===== src/rtl/instr_mem_loader.sv =====
// instr_mem_loader
//   Receives a program as a byte stream over a valid/ready handshake. Each
//   group of four bytes is packed big-endian into one instruction word, and
//   the words are written to consecutive instruction memory addresses. The
//   core is held while a load is in progress.
//
// Ports
//   clock, reset        system clock, async active-low reset
//   start               one-cycle load request (honoured in IDLE/DONE only)
//   baseAddress         first word address, latched at start
//   programLength       word count, latched at start
//   byteValid, byteIn   host byte stream
//   byteReady           loader accepts a byte this cycle (registered)
//   memWrite            one-cycle instruction memory write strobe
//   memAddress, memData write address/data, valid while memWrite=1
//   cpuHold             stall PC/fetch while high
//   done                load complete, held until the next start
module instr_mem_loader #(
  parameter int bits  = 32,
  parameter int addr  = 20,
  parameter int byteW = 8
) (
  input  logic             clock,
  input  logic             reset,
  input  logic             start,
  input  logic [addr-1:0]  baseAddress,
  input  logic [addr-1:0]  programLength,
  input  logic             byteValid,
  input  logic [byteW-1:0] byteIn,
  output logic             byteReady,
  output logic             memWrite,
  output logic [addr-1:0]  memAddress,
  output logic [bits-1:0]  memData,
  output logic             cpuHold,
  output logic             done
);

  typedef enum logic [1:0] {IDLE, RECV, WRITE, DONE} state_t;

  localparam logic [addr-1:0] ONE = 1;

  state_t          state;
  logic [addr-1:0] base;
  logic [addr-1:0] len;
  logic [addr-1:0] idx;
  logic [1:0]      bcnt;

  always_ff @(posedge clock or negedge reset) begin
    if (!reset) begin
      state      <= IDLE;
      base       <= '0;
      len        <= '0;
      idx        <= '0;
      bcnt       <= 2'd0;
      byteReady  <= 1'b0;
      memWrite   <= 1'b0;
      memAddress <= '0;
      memData    <= '0;
      cpuHold    <= 1'b0;
      done       <= 1'b0;
    end else begin
      case (state)
        IDLE, DONE: begin
          if (start) begin
            base <= baseAddress;
            len  <= programLength;
            idx  <= '0;
            bcnt <= 2'd0;
            if (programLength == '0) begin
              // Empty program: complete immediately without touching memory.
              state     <= DONE;
              done      <= 1'b1;
              cpuHold   <= 1'b0;
              byteReady <= 1'b0;
            end else begin
              state     <= RECV;
              done      <= 1'b0;
              cpuHold   <= 1'b1;
              byteReady <= 1'b1;
            end
          end
        end

        RECV: begin
          if (byteValid && byteReady) begin
            // Shifting left puts the first byte of the group in the MSBs
            // after four accepts; all four bytes overwrite any stale data.
            memData <= {memData[bits-byteW-1:0], byteIn};
            bcnt    <= bcnt + 2'd1;
            if (bcnt == 2'd3) begin
              state      <= WRITE;
              bcnt       <= 2'd0;
              byteReady  <= 1'b0;
              memWrite   <= 1'b1;
              memAddress <= base + idx;  // wraps modulo 2^addr
            end
          end
        end

        WRITE: begin
          memWrite <= 1'b0;
          if (idx == len - ONE) begin
            state   <= DONE;
            done    <= 1'b1;
            cpuHold <= 1'b0;
          end else begin
            idx       <= idx + ONE;
            state     <= RECV;
            byteReady <= 1'b1;
          end
        end

        default: state <= IDLE;
      endcase
    end
  end

endmodule

===== config.mk =====
export PLATFORM = sky130hd
export DESIGN_NAME = instr_mem_loader
export DESIGN_NICKNAME = d
export VERILOG_FILES = /design/src/rtl/instr_mem_loader.sv
export SDC_FILE = /design/constraint.sdc
export NUM_CORES = 1
export LEC_CHECK = 0
export ABC_CLOCK_PERIOD_IN_PS = 3300
export CORE_UTILIZATION = 41
export DETAILED_ROUTE_END_ITERATION = 10
export GPL_ROUTABILITY_DRIVEN = 0
export PLACE_DENSITY = 0.63
export SLEW_MARGIN = 5
export SYNTH_ARGS = -nofsm -noshare
export SYNTH_HDL_FRONTEND = slang
export SYNTH_SLANG_ARGS = --single-unit

===== constraint.sdc =====
create_clock -name clock -period 3.3 [get_ports clock]
set_clock_uncertainty 0.1 [all_clocks]
set_input_delay 0.33 -clock clock [delete_from_list [all_inputs] [get_ports clock]]
set_output_delay 0.33 -clock clock [all_outputs]
set_load 0.03 [all_outputs]

==> impl_metrics.json, run 1 <==
{
  "ys_ff_latch": 120,
  "grtUsageTotal": 0.204,
  "regToRegSetupSlack_ps": 100,
  "hold_end": "memAddress[3]",
  "synthCells": 618,
  "synth_edf_count": 0,
  "hold_viol_final": 0,
  "rows": 46,
  "dp_worst_setup_slack_ps": 121,
  "grt_max_degree": 69,
  "setup.worst_path.end_class": "flip-flop",
  "clkSinkCount": 120,
  "die_h_um": 130,
  "worstHoldStart": "memAddress[3]",
  "clock_latency_ps": 420,
  "startpoint_type": "flip-flop",
  "leakagePower_nw": 3.91,
  "final_cell_mix": "120 x dfrtp_1, 106 x clkdlybuf4s50_1, 72 x mux2_2",
  "async_reset_ff_frac": 1.00,
  "multi_input_area_mm2": 0.00348,
  "synth_fp_nets": 696,
  "path_cells": "nor4_4, nand4_2, or4_1, a222oi_1, o2111ai_2, o21ai_0, nand2_1, a21o_1",
  "initial_core_util": 0.420,
  "die_x_um": 130,
  "design.core.area_mm2": 0.0159,
  "n_antenna_cell": 0,
  "grt.overflow.total": 0,
  "crit_path_max_fanout": 7,
  "io_pins": 108,
  "power_density_mw_per_mm2": 395,
  "avgViaCountPerCell": 5.42,
  "ys_dominant_reg_cell": "dfrtp_1",
  "grt_pass1_vias": 5209,
  "path_class": "flip-flop to flip-flop",
  "maxCapViolCount": 0,
  "hold_class": "flip-flop to flip-flop",
  "cp-startpoint": "len[12]",
  "synthDistinctLibCells": 76,
  "setup_slack_ps": 97.5,
  "dp_hpwl_um": 11700,
  "seq_area_frac_synth": 0.450,
  "vias": 5248,
  "drt_first_pass_iters": 5,
  "final_common_cell": "dfrtp_1",
  "reg2reg_from": "len[12]",
  "cts_root_buf": "clkbuf_16",
  "status": "completed",
  "slew_headroom": 0.361,
  "setup_viol": 0,
  "fin_crit_sh": 0.970,
  "crit_path_max_incr_delay_ps": 540,
  "io_buffer_count": 107,
  "drive_above_1_share": 0.211,
  "avgSynthCellArea_um2": 10.8,
  "first_iter_violations": 396,
  "antenna_found_initial": 0,
  "tns_ps": 0,
  "wl_um": 16000,
  "fin_util": 0.544,
  "fillers": 1387,
  "fin_nets": 817,
  "slew_violations": 0,
  "synth_area_mm2": 0.00667,
  "cts_max_path_buffers": 2,
  "reg2reg_to": "cpuHold",
  "finalCriticalPeriod_ps": 3200,
  "hold_depth": 2,
  "placed_area_mm2": 0.00802,
  "grt_pass1_wl_um": 26100,
  "vdd.ir_drop.worst_uv": 366,
  "cp_data_arrival_time_ps": 3410,
  "die-area_mm2": 0.0168,
  "required_ps": 3510,
  "clkTransAtPathRegs_ps": 50,
  "ant_nets": 0,
  "htreeDepth": 4,
  "hold-worst-slack_ps": 374,
  "wl_per_cell_um": 16.6,
  "cts_tree": "built",
  "ff2ff_path_depth": 8,
  "cts_buffers": 17,
  "fin_area_mm2": 0.00864,
  "critical_path.slowest_cell": "or4_1",
  "register_area_mm2": 0.00300,
  "area_delta_synth_final_pct": 29.5,
  "fmax_mhz": 312,
  "worstMarginPinSlew_ps": 955,
  "drc_errors": 0,
  "ys_warn_count": 0
}
## logic make-up (layout without fill, tap and decap cells)
logic type	count (synthesis)	in the layout	share of synthesized area
and+or+nand+nor	193	193	0.161
AOI/OAI and AO/OA	125	125	0.134
DFF	120	120	0.450
muxes	73	73	0.123
buffers and inverters	41	175	0.0302
xor gates and xnor gates	40	40	0.0525
adders and majority gates	26	26	0.0499
## metal layers
layer	wire, um	global-route usage	up-vias
li1	-	-	2513
met1	7330	0.264	2556
met2	7520	0.330	161
met3	969	0.0578	18
met4	218	0.0609	0
met5	0	0	-
## worst max-delay path: cells and delay by family (launching register included)
kind,cells,cell delay [ps]
AO/OA/AOI/OAI,4,1300
flip-flops,1,430
AND/OR/NAND/NOR,4,1260
## synthesized netlist by cell type, types with 6 or more instances
cell type / instances / area, um2
a21o_1: 6 / 45.0
a21oi_1: 19 / 95.1
a21oi_2: 6 / 52.6
clkbuf_1: 10 / 37.5
dfrtp_1: 120 / 3000
ha_1: 25 / 313
inv_1: 19 / 71.3
mux2_2: 72 / 811
nand2_1: 59 / 221
nand2b_1: 6 / 37.5
nand3_1: 15 / 75.1
nand4_1: 8 / 50.1
nor2_1: 31 / 116
nor3_1: 8 / 40.0
nor4_1: 12 / 75.1
o21ai_0: 29 / 145
o21bai_1: 7 / 52.6
o31ai_1: 10 / 75.1
or4_2: 8 / 70.1
xnor2_1: 20 / 175
xor2_1: 20 / 175
## worst max-delay path by stage
stage | endpoint | slack, ps | cells past startpoint
floorplan | idx[14] | 310 | 10
global placement | cpuHold | 210 | 8
detailed placement | cpuHold | 120 | 8
CTS | idx[11] | 40 | 9
global route | idx[11] | -20 | 9
finish | cpuHold | 100 | 8
## layout make-up
type,instances,area share
Timing Repair Buffer,124,0.142
Tap cell,216,0.0313
Clock buffer,20,0.0505
Sequential cell,120,0.347
Inverter,19,0.00825
Multi-Input combinational cell,457,0.403
Clock inverter,12,0.0177
## timing repair
item                       CTS  global route
hold buffers                 1             0
gates resized for setup      0             3
buffers inserted             0             2
setup endpoints to repair    0            20
hold endpoints to repair    52             0
## power breakdown
group / internal [W] / total [W] / leakage (nW) / switching, W
sequential: 0.00147 / 0.00147 / 1.67 / 0
clock: 0.00118 / 0.00184 / 0.276 / 0.000662
combinational: 0.0000566 / 0.0000981 / 1.97 / 0.0000415
## per-stage QoR
| stage | power (W) | instances |
|---|---|---|
| after global placement | 0.00160 | 933 |
| after detailed placement | 0.00160 | 933 |
| final | 0.00342 | 968 |
| after global routing | 0.00353 | 968 |
| after CTS | 0.00346 | 966 |
| after floorplan | 0.00150 | 618 |
## registers in the layout (all words and copies together), names as in the netlist, 2 cells and up
register    cells
base           20
bcnt            2
idx            20
len            20
memAddress     20
memData        32
state           2
Note: power is estimated with default switching activity, not from simulation.
==> run 2: changes to the inputs <==
--- a/config.mk
+++ b/config.mk
@@ -9,7 +9,8 @@
 export CORE_UTILIZATION = 41
 export DETAILED_ROUTE_END_ITERATION = 10
 export GPL_ROUTABILITY_DRIVEN = 0
-export PLACE_DENSITY = 0.63
+export MAX_ROUTING_LAYER = met4
+export PLACE_DENSITY = 0.67
 export SLEW_MARGIN = 5
 export SYNTH_ARGS = -nofsm -noshare
 export SYNTH_HDL_FRONTEND = slang
==> run 2 against run 1 <==
  * Count of clock-buffer cells in the layout decreased by 2
  * Via count decreased by 0.48%
  * First-iteration DRC count decreased by 7.3%
  * Critical path depth increased by 1
  * Final area decreased by 0.10%
  * Combinational power increased by 0.9%
  * Non-clock buffer count decreased by 1
  * Utilization decreased by 0.055 points
  * Clock power about the same
  * Sequential power about the same
  * Critical endpoint is now idx[19]
==> impl_metrics.json, run 2 (synthesis gave the netlist of run 1 again) <==
{
  "rows": 46,
  "fmax_mhz": 317,
  "initial_core_util": 0.420,
  "setup.worst_path.end_class": "flip-flop",
  "pwr-share-comb": 0.029,
  "grtUsageTotal": 0.207,
  "grt_util_met3": 0.0590,
  "finalCriticalPeriod_ps": 3150,
  "io_buffer_count": 107,
  "htreeDepth": 4,
  "final_cell_mix": "120 x dfrtp_1, 106 x clkdlybuf4s50_1, 72 x mux2_2",
  "clkTransAtPathRegs_ps": 60,
  "first_iter_violations": 367,
  "grt_pass1_wl_um": 26000,
  "cp_data_arrival_time_ps": 3350,
  "slew_violations": 0,
  "setup_viol": 0,
  "final_common_cell": "dfrtp_1",
  "sw_frac_of_total": 0.223,
  "p_int_w": 0.00266,
  "fin_crit_sh": 0.956,
  "slew_headroom": 0.565,
  "cts_buffers": 17,
  "io_pins": 108,
  "required_ps": 3490,
  "hold_viol_final": 0,
  "cts_max_path_buffers": 2,
  "status": "completed",
  "wl_um": 16000,
  "drive_above_1_share": 0.210,
  "startpoint_type": "flip-flop",
  "cts_root_buf": "clkbuf_16",
  "grt.overflow.total": 0,
  "die_x_um": 130,
  "tns_ps": 0,
  "drt_first_pass_iters": 5,
  "use_met2": 0.309,
  "area_delta_synth_final_pct": 29.4,
  "crit_path_max_fanout": 11,
  "path_class": "flip-flop to flip-flop",
  "gr-usage-met1": 0.268,
  "regMostFlops": "memData",
  "p_switching_w": 0.000761,
  "clockPowerShare": 0.541,
  "wl_per_cell_um": 16.5,
  "antenna_found_initial": 0,
  "n_antenna_cell": 0,
  "cts_tree": "built",
  "hold_class": "flip-flop to flip-flop",
  "vdd.ir_drop.worst_uv": 361,
  "grt_pass1_vias": 5242,
  "largest_register_ff_count": 32,
  "drc_errors": 0,
  "clock_latency_ps": 420,
  "clkSinkCount": 120,
  "vias": 5223,
  "die_h_um": 130,
  "die-area_mm2": 0.0168,
  "grt_max_degree": 70,
  "fin_nets": 816,
  "avgViaCountPerCell": 5.40,
  "leakagePower_nw": 3.92,
  "maxCapViolCount": 0,
  "ant_nets": 0,
  "grt-busiest-layer": "met2",
  "worstMarginPinSlew_ps": 653,
  "fin_util": 0.543,
  "power_frac_seq": 0.430,
  "design.core.area_mm2": 0.0159,
  "power_density_mw_per_mm2": 396,
  "grt_setup_unrepaired": "no",
  "dp_hpwl_um": 11500
}
[run 2: changes by cell type in the layout (fill, tap and decap cells not counted), moves of 2 or more]
cell        previous run  this run
inv_6                  0         5
clkinv_4               2         6
clkbuf_1               3         1
clkinv_2               3         0
clkinvlp_4             4         1
[run 2: layer usage]
metal	wire length, um	vias up
met3	935	26
met1	7470	2519
met5	0	-
li1	-	2520
met2	7280	158
met4	296	0
[run 2: final timing paths]
check	to	cells after the start	slack, ps	from
worst min-delay path	memAddress[4]	2	370	memAddress[4]
worst max register to register	idx[19]	9	150	len[9]
worst min register to register	memAddress[4]	2	370	memAddress[4]
max in group asynchronous	memData[10]	3	1940	reset
worst max-delay path	idx[19]	9	150	len[9]
min in group asynchronous	memAddress[13]	2	390	reset
[run 2: critical path, cell delays in order (launching register included)]
cell and delay [ps]:
dfrtp_1 470, nor4_4 430, nand4_2 190, or4_1 530
a222oi_1 360, o2111ai_2 310, o21ai_1 200, buf_4 190
nor4_1 60, o21bai_1 170
[run 2: power groups by stage]
stage	clock network (W)	registers (W)	logic, W
CTS	0.00189	0.00147	0.000102
global placement	0	0.00150	0.0000992
global route	0.00196	0.00147	0.000109
detailed placement	0	0.00150	0.000101
finish	0.00185	0.00147	0.0000990
floorplan	0	0.00150	0.00000177
[run 2: cell type report]
type                            instances  area [um2]
Sequential cell                       120        3000
Inverter                               19        71.3
Clock inverter                         14         164
Fill cell                            1380        7250
Clock buffer                           18         429
Timing Repair Buffer                  123        1220
Tap cell                              216         270
Multi-Input combinational cell        457        3480
[run 2: through the flow]
stage / area (um2) / hold WS (ps) / worst slack (ps) / power (W) / std cells
floorplan: 6670 / -65.6 / 309 / 0.00150 / 618
CTS: 8620 / 379 / 119 / 0.00346 / 967
global route: 8630 / 405 / 2.02 / 0.00354 / 967
global placement: 8020 / 294 / 199 / 0.00160 / 934
detailed placement: 8020 / 295 / 149 / 0.00160 / 934
finish: 8630 / 372 / 146 / 0.00342 / 967
[run 2: what timing repair did]
| item | 4_1_cts | 5_1_grt |
|---|---|---|
| resized for setup | 0 | 3 |
| hold buffers | 1 | 0 |
| setup buffers | 0 | 0 |
| endpoints found under the hold margin | 47 | 0 |
| endpoints found under the setup margin | 0 | 19 |
